<file path="config.mk">
export PLATFORM = sky130hd
export DESIGN_NAME = bulls_cows_core_p
export DESIGN_NICKNAME = d
export VERILOG_FILES = /design/src/rtl/bc_pkg.sv /design/src/rtl/bc_sync_edge.sv /design/src/rtl/bulls_cows_core_p.sv
export SDC_FILE = /design/constraint.sdc
export NUM_CORES = 1
export LEC_CHECK = 0
export BUFFER_PORTS_ARGS = -buffer_cell sky130_fd_sc_hd__buf_4
export CAP_MARGIN = 10
export CORE_UTILIZATION = 35
export DETAILED_ROUTE_END_ITERATION = 16
export PLACE_DENSITY = 0.6
export REMOVE_ABC_BUFFERS = 1
export SLEW_MARGIN = 15
export SYNTH_ARGS = -nofsm -noshare
export SYNTH_HDL_FRONTEND = slang
export SYNTH_HIERARCHICAL = 1
export SYNTH_SLANG_ARGS = --single-unit
</file>
<file path="constraint.sdc">
create_clock -name clk_i -period 4.1 [get_ports clk_i]
set_input_delay 0.205 -clock clk_i [delete_from_list [all_inputs] [get_ports clk_i]]
set_output_delay 0.205 -clock clk_i [all_outputs]
set_load 0.03 [all_outputs]
</file>
<file path="src/rtl/bc_pkg.sv">
// Shared types and helpers for the Bulls-and-Cows game core.
package bc_pkg;

  typedef enum logic [2:0] {
    StSetSecret = 3'd0,
    StGuess     = 3'd1,
    StScore     = 3'd2,
    StReport    = 3'd3,
    StWin       = 3'd4,
    StLose      = 3'd5
  } bc_state_e;

  localparam int unsigned MaxDigits = 16;
  localparam int unsigned MaxCodeW  = 64;

  function automatic int unsigned cnt_w(input int unsigned n);
    return $clog2(n + 1);
  endfunction

  // Code is zero-extended into a fixed-width container so one function serves every parameter set.
  function automatic logic has_dup(input logic [MaxCodeW-1:0] code,
                                   input int unsigned n_digits,
                                   input int unsigned digit_w);
    logic [MaxCodeW-1:0] mask;
    logic [MaxCodeW-1:0] di;
    logic [MaxCodeW-1:0] dj;
    logic dup;
    dup  = 1'b0;
    mask = (MaxCodeW'(1) << digit_w) - MaxCodeW'(1);
    for (int unsigned i = 0; i < MaxDigits; i++) begin
      for (int unsigned j = i + 1; j < MaxDigits; j++) begin
        di = (code >> (i * digit_w)) & mask;
        dj = (code >> (j * digit_w)) & mask;
        if (j < n_digits && di == dj) dup = 1'b1;
      end
    end
    return dup;
  endfunction

endpackage

</file>
<file path="src/rtl/bc_sync_edge.sv">
// Two-flop synchroniser followed by a rising-edge detector for the save button.
module bc_sync_edge (
  input  logic clk_i,
  input  logic rst_ni,
  input  logic async_i,
  output logic evt_o
);

  logic [2:0] sync_q;

  always_ff @(posedge clk_i or negedge rst_ni) begin
    if (!rst_ni) begin
      sync_q <= 3'b000;
    end else begin
      sync_q <= {sync_q[1:0], async_i};
    end
  end

  // sync_q[2] only remembers the previous synchronised level for edge detection.
  assign evt_o = sync_q[1] & ~sync_q[2];

endmodule

</file>
<file path="src/rtl/bulls_cows_core_p.sv">
// Parametrised Bulls-and-Cows game core: secret/guess entry, sequential scoring, win/lose.
module bulls_cows_core_p
  import bc_pkg::*;
#(
  parameter int unsigned N_DIGITS  = 4,
  parameter int unsigned DIGIT_W   = 3,
  parameter int unsigned MAX_TRIES = 8,
  localparam int unsigned CW       = cnt_w(N_DIGITS),
  localparam int unsigned CodeW    = N_DIGITS * DIGIT_W
) (
  input  logic             clk_i,
  input  logic             rst_ni,
  input  logic [CodeW-1:0] code_i,
  input  logic             save_i,
  output logic [2:0]       state_o,
  output logic [CW-1:0]    bulls_o,
  output logic [CW-1:0]    cows_o,
  output logic [7:0]       tries_o,
  output logic             result_valid_o,
  output logic             win_o,
  output logic             lose_o,
  output logic             err_dup_o
);

  localparam int unsigned IdxW = (N_DIGITS > 1) ? $clog2(N_DIGITS) : 1;

  if (N_DIGITS > 2 ** DIGIT_W) begin : g_no_valid_code
    $error("N_DIGITS exceeds the number of distinct digit values");
  end
  if (N_DIGITS > MaxDigits || CodeW > MaxCodeW) begin : g_too_wide
    $error("code too wide for has_dup container");
  end
  if (MAX_TRIES < 1 || MAX_TRIES > 255) begin : g_bad_tries
    $error("MAX_TRIES must be within 1..255");
  end

  bc_state_e        state_q, state_d;
  logic [CodeW-1:0] secret_q, secret_d;
  logic [CodeW-1:0] guess_q, guess_d;
  logic [IdxW-1:0]  idx_q, idx_d;
  logic [CW-1:0]    bulls_q, bulls_d;
  logic [CW-1:0]    cows_q, cows_d;
  logic [7:0]       tries_q, tries_d;
  logic             err_dup_q, err_dup_d;
  logic             save_evt;
  logic             code_dup;
  logic [DIGIT_W-1:0] g_dig;
  logic             hit_bull;
  logic             hit_cow;

  bc_sync_edge u_sync (
    .clk_i   (clk_i),
    .rst_ni  (rst_ni),
    .async_i (save_i),
    .evt_o   (save_evt)
  );

  always_comb begin
    code_dup = has_dup(MaxCodeW'(code_i), N_DIGITS, DIGIT_W);
    g_dig    = guess_q[idx_q*DIGIT_W +: DIGIT_W];
    hit_bull = (g_dig == secret_q[idx_q*DIGIT_W +: DIGIT_W]);
    hit_cow  = 1'b0;
    for (int unsigned j = 0; j < N_DIGITS; j++) begin
      if (g_dig == secret_q[j*DIGIT_W +: DIGIT_W]) hit_cow = 1'b1;
    end
  end

  always_comb begin
    state_d   = state_q;
    secret_d  = secret_q;
    guess_d   = guess_q;
    idx_d     = idx_q;
    bulls_d   = bulls_q;
    cows_d    = cows_q;
    tries_d   = tries_q;
    err_dup_d = 1'b0;
    unique case (state_q)
      StSetSecret: begin
        if (save_evt) begin
          if (code_dup) begin
            err_dup_d = 1'b1;
          end else begin
            secret_d = code_i;
            tries_d  = 8'd0;
            bulls_d  = '0;
            cows_d   = '0;
            state_d  = StGuess;
          end
        end
      end
      StGuess: begin
        if (save_evt) begin
          if (code_dup) begin
            err_dup_d = 1'b1;
          end else begin
            guess_d = code_i;
            bulls_d = '0;
            cows_d  = '0;
            idx_d   = '0;
            state_d = StScore;
          end
        end
      end
      StScore: begin
        if (hit_bull) bulls_d = bulls_q + CW'(1);
        else if (hit_cow) cows_d = cows_q + CW'(1);
        // Count the try on REPORT entry so tries_o is already current while result_valid_o is high.
        if (idx_q == IdxW'(N_DIGITS - 1)) begin
          tries_d = tries_q + 8'd1;
          state_d = StReport;
        end else begin
          idx_d = idx_q + IdxW'(1);
        end
      end
      StReport: begin
        if (bulls_q == CW'(N_DIGITS)) state_d = StWin;
        else if (tries_q == 8'(MAX_TRIES)) state_d = StLose;
        else state_d = StGuess;
      end
      StWin, StLose: begin
        if (save_evt) state_d = StSetSecret;
      end
      default: state_d = StSetSecret;
    endcase
  end

  always_ff @(posedge clk_i or negedge rst_ni) begin
    if (!rst_ni) begin
      state_q   <= StSetSecret;
      secret_q  <= '0;
      guess_q   <= '0;
      idx_q     <= '0;
      bulls_q   <= '0;
      cows_q    <= '0;
      tries_q   <= 8'd0;
      err_dup_q <= 1'b0;
    end else begin
      state_q   <= state_d;
      secret_q  <= secret_d;
      guess_q   <= guess_d;
      idx_q     <= idx_d;
      bulls_q   <= bulls_d;
      cows_q    <= cows_d;
      tries_q   <= tries_d;
      err_dup_q <= err_dup_d;
    end
  end

  assign state_o        = state_q;
  assign bulls_o        = bulls_q;
  assign cows_o         = cows_q;
  assign tries_o        = tries_q;
  assign result_valid_o = (state_q == StReport);
  assign win_o          = (state_q == StWin);
  assign lose_o         = (state_q == StLose);
  assign err_dup_o      = err_dup_q;

endmodule

</file>
==> impl_metrics.ini <==
[detailed_routing]
routed_wl_mm = 4.75
viasPerCell = 4.80
drc = 0
drtIter0Drc = 56
via_count = 1671
routedWlPerCell_um = 13.6
dr.pass1.iters = 4
antenna_left = 0

[outcome]
status = finished, final reports clean

[grt]
grt_overflow = 0
grt_pass1_vias = 1654
grt_pass1_wl_mm = 8.11
grt_antenna_before_repair = 0
grt_usage_pct = 14.2
grt_max_degree = 48

[worst_setup_path]
crit_path_end_kind = register
crit_start = idx_q[0]$_DFFE_PN0P_
start_kind = register
worst-setup-path-type = register to register
r2r_start = idx_q[0]$_DFFE_PN0P_
crit_required_ns = 4.27
worstPathArrival_ns = 2.66
critPathMaxFanout = 9

[place]
dpl.hpwl_mm = 3.44
dpl_cell_area_um2 = 2880
gp_congestion = 0.734
place.port_buffers = 35
post-place-ws_ns = 1.42

[die]
core_area_um2 = 6910
dieArea_um2 = 7610
die_x_um = 87.3
start_util_pct = 36.8
io_pins = 36
num_rows = 30
fp.dieH_um = 87.3

[clocking]
cts_tree = built
cts_root_buf = clkbuf_8
clock_sinks = 47
cts.path.max_buffers = 2
cts_buffers = 5
h-tree-depth = 2
clk_pin_slew_worst_paths_ns = 0.08
insertion_delay_ns = 0.29

[synthesis]
syn_area_um2 = 2540
avgSynthCellArea_um2 = 11.8
async_reset_ff_share_pct = 100
synth_top_cell_area_share_pct = 46.2
yosys.area.top_type = dfrtp_1
yosysWarnings = 6
ys_seq_area_share_pct = 46.2
netlist_top_cells_count = dfrtp_1 (47), xor2_1 (25), mux2_2 (22)
ys_types = 40
ys.flop_type = dfrtp_1
yosysMostFrequentCell = dfrtp_1
synth-edff-count = 0
syn_inst = 216
ys_seq_elements = 47
synthTopCellsByArea = dfrtp_1 (46%), mux2_2 (9.7%), xor2_1 (8.6%)

[cells_and_area]
fin_nets = 274
drive_gt1_share_pct = 28.2
ff_latch_area_um2 = 1180
fin_util_pct = 43.1
syn_to_final_growth_pct = 17.0
fin_area_um2 = 2980
multiInputGateArea_um2 = 1290
n_antenna_cell = 0
n_fill_cell = 700

[timing]
tightest_slew_ns = 0.857
finalClockSkew_ns = 0.00575
fin_tns_setup_ns = 0
fin_crit_sh_pct = 60.9
fmax_mhz = 400
relSlewSlack_pct = 42.9
finalSetupViolCount = 0
rsz0062_at_grt = false
timing.final.hold_violations = 0
min_period_ns = 2.50
setup_slack_ns = 1.60
report.final.slew_viol_count = 0

[min_path]
min_from = code_i[9]
worst_hold_path_type = input pin to register

[job]
maxCapViolCount = 0

[power]
leakage_nw = 1.35
ir_worst_vdd_uv = 244
power_density_nw_per_um2 = 673
[stage by stage]
| step | hold slack, ns | power (mW) | cells |
|---|---|---|---|
| after detailed placement | 0.259 | 1.78 | 340 |
| final | 0.192 | 2.00 | 348 |
| after global routing | 0.189 | 2.17 | 348 |
| after floorplan | -0.0906 | 1.51 | 209 |
| after CTS | 0.00932 | 2.04 | 347 |
| after global placement | 0.255 | 1.76 | 340 |
[cell usage in the layout (no fill, tap or decap), drive strengths merged, types with 2 or more instances in the layout]
cell	synthesis	routed
nor3	5	5
nand3	2	2
nand4	3	3
nand2b	3	3
dfrtp	47	47
a31oi	3	3
and2	3	3
and3	3	3
clkbuf	2	6
buf	5	35
xnor2	16	16
xor2	25	25
nand2	14	14
nor2	20	20
mux4	6	6
mux2	25	25
dlygate4sd3	0	2
inv	8	8
o31ai	6	6
ha	6	6
[cell type report]
cell class / count / share of cell area [%]
clock buffer: 6 / 2.44
inverter: 8 / 1.01
multi-input combinational: 154 / 43.5
sequential: 47 / 39.5
tap: 96 / 4.04
timing repair buffer: 37 / 9.50
[state kept, by name, indices dropped and copies added (netlist names), 2 cells and up]
register / cells
idx_q: 2
cows_o: 3
secret_q: 12
tries_o: 8
state_o: 3
bulls_o: 3
guess_q: 12
u_sync/sync_q: 3
[power breakdown]
group	leakage, nW	internal (mW)	total, mW	switching [mW]
Clock	0.0371	0.114	0.251	0.137
Sequential	0.595	0.643	0.822	0.179
Combinational	0.716	0.471	0.932	0.461
Total	1.35	1.23	2.00	0.776
[layer usage]
layer,vias up,wire [um],GRT usage (%)
li1,818,-,-
met1,808,2370,20.1
met2,40,2130,21.2
met3,5,205,3.22
met4,0,50,4.92
met5,-,0,0
[critical path: stages, from the launching register on]
cell      delay (ns)
dfrtp_1         0.66
mux4_2          0.67
xnor2_1         0.17
nand3_1         0.10
o31ai_2         0.07
o311ai_2        0.41
mux2i_1         0.23
nor2_1          0.06
[final timing paths]
kind,to,slack [ns],cells past startpoint
setup / recovery,cows_o[1]$_DFFE_PN0P_,1.60,7
hold / removal,guess_q[9]$_DFFE_PN0P_,0.19,2
setup reg to reg,cows_o[1]$_DFFE_PN0P_,1.60,7
hold reg to reg,u_sync/sync_q[1]$_DFF_PN0_,0.35,0
max in group asynchronous,u_sync/sync_q[0]$_DFF_PN0_,3.21,2
min in group asynchronous,tries_o[5]$_DFFE_PN0P_,0.47,2
[timing repair]
action / 4_1_cts / 5_1_grt
endpoints found under the hold margin: 47 / 1
setup buffers: 0 / 0
gates resized for setup: 0 / 0
hold buffers: 1 / 1
[logic make-up after synthesis]
kind of cell | share of synthesized area, %
XOR/XNOR | 14.1
multiplexers | 17.2
AO/OA/AOI/OAI | 5.31
AND/OR/NAND/NOR | 11.3
adder cells (fa/ha/maj) | 2.95
flip-flops | 46.2
buffers and inverters | 2.85
Note: power is estimated with default switching activity, not from simulation.
